==> src/rtl/operand_fetch_stage.sv <==
// Operand fetch stage: reads two source registers through the register file's two ports,
// yielding port 2 to writeback, and forwards/snoops writeback so delivered operands are current.
module operand_fetch_stage #(
    parameter int DATA_WIDTH  = 32,
    parameter int INDEX_WIDTH = 5
) (
    input  logic                   clock,
    input  logic                   reset,
    input  logic                   inValid,
    output logic                   inReady,
    input  logic [INDEX_WIDTH-1:0] inIndex1,
    input  logic [INDEX_WIDTH-1:0] inIndex2,
    input  logic [DATA_WIDTH-1:0]  inPayload,
    input  logic                   wbEnable,
    input  logic [INDEX_WIDTH-1:0] wbIndex,
    input  logic [DATA_WIDTH-1:0]  wbData,
    output logic [INDEX_WIDTH-1:0] rfIndex1,
    input  logic [DATA_WIDTH-1:0]  rfReadData1,
    output logic [INDEX_WIDTH-1:0] rfIndex2,
    input  logic [DATA_WIDTH-1:0]  rfReadData2,
    output logic [DATA_WIDTH-1:0]  rfWriteData2,
    output logic                   rfWriteEnable2,
    output logic                   outValid,
    input  logic                   outReady,
    output logic [DATA_WIDTH-1:0]  outOperand1,
    output logic [DATA_WIDTH-1:0]  outOperand2,
    output logic [DATA_WIDTH-1:0]  outPayload,
    output logic [2:0]             debug_state
);

    typedef enum logic [2:0] {
        S_EMPTY      = 3'd0,
        S_LATCH_BOTH = 3'd1,
        S_LATCH_1    = 3'd2,
        S_PEND_2     = 3'd3,
        S_LATCH_2    = 3'd4,
        S_FULL       = 3'd5
    } state_t;

    state_t                 state_q, state_d;
    logic [INDEX_WIDTH-1:0] idx1_q, idx1_d, idx2_q, idx2_d;
    logic [DATA_WIDTH-1:0]  op1_q, op1_d, op2_q, op2_d;
    logic [DATA_WIDTH-1:0]  payload_q, payload_d;
    logic                   fwd1_q, fwd1_d;
    logic [DATA_WIDTH-1:0]  fwd_data_q, fwd_data_d;

    logic                   idle_or_full;
    logic                   accept;
    logic [INDEX_WIDTH-1:0] read2_idx;
    logic [DATA_WIDTH-1:0]  cap1, cap2;
    logic                   snoop1, snoop2;

    always_comb begin
        idle_or_full   = (state_q == S_EMPTY) || (state_q == S_FULL);
        inReady        = (state_q == S_EMPTY) || ((state_q == S_FULL) && outReady);
        accept         = inValid && inReady;
        rfIndex1       = idle_or_full ? inIndex1 : idx1_q;
        read2_idx      = idle_or_full ? inIndex2 : idx2_q;
        rfIndex2       = wbEnable ? wbIndex : read2_idx;
        rfWriteData2   = wbData;
        rfWriteEnable2 = wbEnable && (wbIndex != '0) && !reset;
        outValid       = (state_q == S_FULL);
        outOperand1    = op1_q;
        outOperand2    = op2_q;
        outPayload     = payload_q;
        debug_state    = state_q;

        // Port 1 reads old data, so a write in the issue cycle is replayed from fwd_data_q.
        if (idx1_q == '0)                           cap1 = '0;
        else if (wbEnable && (wbIndex == idx1_q))   cap1 = wbData;
        else if (fwd1_q)                            cap1 = fwd_data_q;
        else                                        cap1 = rfReadData1;

        if (idx2_q == '0)                           cap2 = '0;
        else if (wbEnable && (wbIndex == idx2_q))   cap2 = wbData;
        else                                        cap2 = rfReadData2;

        snoop1 = wbEnable && (wbIndex == idx1_q) && (idx1_q != '0);
        snoop2 = wbEnable && (wbIndex == idx2_q) && (idx2_q != '0);
    end

    always_comb begin
        state_d    = state_q;
        idx1_d     = idx1_q;
        idx2_d     = idx2_q;
        op1_d      = op1_q;
        op2_d      = op2_q;
        payload_d  = payload_q;
        fwd1_d     = fwd1_q;
        fwd_data_d = fwd_data_q;

        case (state_q)
            S_LATCH_BOTH: begin
                op1_d   = cap1;
                op2_d   = cap2;
                state_d = S_FULL;
            end
            S_LATCH_1: begin
                op1_d   = cap1;
                state_d = wbEnable ? S_PEND_2 : S_LATCH_2;
            end
            S_PEND_2: begin
                if (snoop1) op1_d = wbData;
                if (!wbEnable) state_d = S_LATCH_2;
            end
            S_LATCH_2: begin
                if (snoop1) op1_d = wbData;
                op2_d   = cap2;
                state_d = S_FULL;
            end
            S_FULL: begin
                if (snoop1) op1_d = wbData;
                if (snoop2) op2_d = wbData;
                if (outReady) state_d = S_EMPTY;
            end
            default: ;
        endcase

        if (accept) begin
            idx1_d     = inIndex1;
            idx2_d     = inIndex2;
            payload_d  = inPayload;
            fwd1_d     = wbEnable && (wbIndex == inIndex1);
            fwd_data_d = wbData;
            state_d    = wbEnable ? S_LATCH_1 : S_LATCH_BOTH;
        end
    end

    always_ff @(posedge clock) begin
        if (reset) begin
            state_q    <= S_EMPTY;
            idx1_q     <= '0;
            idx2_q     <= '0;
            op1_q      <= '0;
            op2_q      <= '0;
            payload_q  <= '0;
            fwd1_q     <= 1'b0;
            fwd_data_q <= '0;
        end else begin
            state_q    <= state_d;
            idx1_q     <= idx1_d;
            idx2_q     <= idx2_d;
            op1_q      <= op1_d;
            op2_q      <= op2_d;
            payload_q  <= payload_d;
            fwd1_q     <= fwd1_d;
            fwd_data_q <= fwd_data_d;
        end
    end

endmodule
==> config.mk <==
export PLATFORM = sky130hd
export DESIGN_NAME = operand_fetch_stage
export DESIGN_NICKNAME = d
export VERILOG_FILES = /design/src/rtl/operand_fetch_stage.sv
export SDC_FILE = /design/constraint.sdc
export NUM_CORES = 1
export LEC_CHECK = 0
export ABC_AREA = 1
export BUFFER_PORTS_ARGS = -buffer_cell sky130_fd_sc_hd__buf_4
export CORE_ASPECT_RATIO = 1.75
export CORE_MARGIN = 2
export CORE_UTILIZATION = 45
export DETAILED_ROUTE_END_ITERATION = 16
export GPL_TIMING_DRIVEN = 0
export PLACE_DENSITY = 0.74
export SYNTH_ARGS = -nofsm -noshare
export SYNTH_HDL_FRONTEND = slang
export SYNTH_SLANG_ARGS = --single-unit
==> constraint.sdc <==
create_clock -name clock -period 1.8 [get_ports clock]
set_input_delay 0.18 -clock clock [delete_from_list [all_inputs] [get_ports clock]]
set_output_delay 0.18 -clock clock [all_outputs]
set_load 0.05 [all_outputs]
==> results.md <==
- Post-synthesis sequential area ratio: 0.373
- Remaining Overflow, GRT: 0
- Finished Cell Area: 0.0113 mm^2
- # setup viols final: 8
- CTS max path bufs: 2
- RR Endpoint: fwd_data_q[20]$_SDFFE_PP0P_
- Fill cell count: 1567
- Seq cells post-synth: 142
- Vias after detailed routing: 9007
- Synth top cells by count: 316 x nand2_1, 150 x nor2_1, 142 x dfxtp_1
- Share of post-route cells with drive strength above 1: 0.319
- DRC: 0
- First-pass GRT wire length: 42500 um
- Total Die Area: 0.0181 mm^2
- Antenna diode count: 0
- Vias in the first global route: 8648
- Synth area leaders: dfxtp_1 37%, nand2_1 16%, a21oi_1 7.6%
- # IOs: 292
- RR Startpoint: debug_state[1]$_SDFFE_PP0P_
- Syn Nets: 1357
- Metal3 WL: 2090 um
- Detailed Place HPWL: 21800 um
- Synthesized instance count: 1209
- Syn. warnings: 0
- Largest net degree at the start of global routing: 17
- Die X: 102 um
- Synth top area share: 0.373
- Number of enable flip-flop cells after synthesis: 0
- Placed Area: 0.0102 mm^2
- Netlist cell types: 31
- Iter 0 DRT Violations: 397
- Required @ worst endpoint: 1.62 ns
- DR top layer: met4
- Failing checks: setup timing
- CTS buffer count: 17
- Final hold violation count: 0
- Routed len/inst: 15.8 um
- Port bufs: 290
- Post-synth ARST share: 0
- R2r setup slk: -0.01 ns
- Setup Skew: 0.0122 ns
- Critical Path Start Type: register
- Power per cell area: 1820 mW/mm^2
- GRT Total Usage: 0.305
- TritonCTS Sinks: 142
- Layout Utilization: 0.670
- Leakage power: 5.73 nW
- Avg Cell Area, Syn: 6.31 um^2
- Unrepaired setup endpoints after global routing: true
- Endpoint class of the critical path: output port
- Cell count after placement: 1726
- Multi-input gate area: 0.00385 mm^2
- Slew headroom: 0.650
- Achievable frequency: 547 MHz
- Area occupied by registers: 0.00286 mm^2
- Post-Layout Cell Count: 1787
- R2R cell count: 10
- Drt total wl: 28200 um
- Reg clk slew, reported paths: 0.06 ns
- Post-synth top flop: dfxtp_1
- Die height: 176 um
- CP max FO: 6
- Via density: 5.04
- Placer's final routability congestion estimate: 0.928
- Final worst path period need: 1.83 ns
- Final WS setup: -0.0281 ns
- Clk_lat worst skew: 0.43 ns
- Initial Utilization: 0.455
- Synthesized cell area: 0.00763 mm^2
- Antenna violations before repair: 0
- Metal-1 WL: 9600 um
- H-tree levels: 4
- Critical path origin: debug_state[1]$_SDFFE_PP0P_
- Final nets: 1695
- Max-slew violations: 0
- Top-count cell post-synth: nand2_1
- CP endpoint: rfIndex2[0]
- Status: finished with violations
- VDD IR-drop max: 1.09 mV
- Area grow syn2layout: 47.5%
- CTS tree: built
- Met2 Wirelength: 15100 um
- Pre-antenna DRT Iters: 5
- Slew @ Worst Pin: 0.525 ns
- Maxcap violations: 0
- Final antenna-violating net count: 0
- Period utilization: 1.02
- Worst endpoint data arrival time: 1.65 ns
- Root buf cell: clkbuf_16
- Core Area: 0.0168 mm^2
- Rows: 63
- Worst Setup Path Type: reg2out
- HP Class: in2reg
- Leading area contributor after synthesis: dfxtp_1
-- placed cells by master (no fill, tap or decap), types with 17 or more instances in the layout --
cell type,n
buf_4,340
nand2_1,309
nor2_1,145
dfxtp_1,138
inv_1,128
o21ai_0,106
a21oi_1,100
nand3_1,67
clkbuf_1,24
o211ai_1,19
clkbuf_16,17
-- per-stage QoR --
stage          worst slack (ns)  hold WS (ns)  power, mW  setup TNS [ns]
2_1_floorplan           0.00273         0.344       13.1               0
3_3_place_gp             -0.389         0.429       16.2          -10.84
3_5_place_dp             -0.443         0.435       16.4          -12.18
4_1_cts                 -0.0421      0.000264       20.1          -0.210
5_1_grt                 -0.0946        0.0165       21.8           -3.00
6_report                -0.0281       0.00486       20.5          -0.125
-- worst min-delay path by stage --
stage / from / to / slack, ns / depth (start not counted)
floorplan: inPayload[11] / outPayload[11]$_SDFFE_PP0P_ / 0.34 / 2
global placement: inPayload[19] / outPayload[19]$_SDFFE_PP0P_ / 0.43 / 3
detailed placement: inPayload[21] / outPayload[21]$_SDFFE_PP0P_ / 0.44 / 3
CTS: inPayload[13] / outPayload[13]$_SDFFE_PP0P_ / 0.0003 / 3
global route: inPayload[1] / outPayload[1]$_SDFFE_PP0P_ / 0.02 / 3
finish: inPayload[25] / outPayload[25]$_SDFFE_PP0P_ / 0.005 / 3
-- cell families (layout without fill, tap and decap cells) --
| kind of cell | after synthesis | after routing | synth area share |
|---|---|---|---|
| compound gates | 257 | 257 | 0.178 |
| xor+xnor | 5 | 5 | 0.00574 |
| buf+inv | 251 | 602 | 0.149 |
| flops | 142 | 142 | 0.373 |
| simple gates | 554 | 554 | 0.295 |
-- flip-flops by register name, summed over array words and instances, names as in the netlist --
register	count
outOperand2	32
fwd1_q	1
debug_state	3
outOperand1	32
idx2_q	5
fwd_data_q	32
idx1_q	5
outPayload	32
-- per-layer routing --
metal	vias up	GRT usage
li1	4462	-
met1	4060	0.309
met2	396	0.559
met3	89	0.0681
met4	0	0.168
met5	-	0
-- power breakdown --
| part | total (mW) | internal (mW) | switching (mW) |
|---|---|---|---|
| Clock | 3.33 | 1.81 | 1.52 |
| Sequential | 4.88 | 4.28 | 0.598 |
| Combinational | 12.3 | 4.05 | 8.26 |
-- what timing repair did --
action	in CTS	in global routing
setup endpoints to repair	70	125
endpoints found under the hold margin	10	0
resized for setup	48	72
pin swaps	5	10
hold buffers	10	0
setup buffers	9	8
cloned	1	1
-- layout make-up --
class                   instances  share of cell area
plain buffers                 111              0.0624
clock buffers                  17              0.0378
clock inverters                15              0.0113
inverters                     140              0.0478
multi-input cells             816               0.342
flip-flops and latches        142               0.254
well taps                     227              0.0252
repair buffers                319               0.219
-- critical path, stage by stage (launching register included) --
cell	delay [ns]
dfxtp_4	0.37
inv_4	0.06
nand3_4	0.11
nand2_4	0.13
buf_8	0.12
o21ai_2	0.06
a21oi_2	0.18
a21oi_4	0.04
buf_6	0.16
Power figures use the tool's default switching activity.
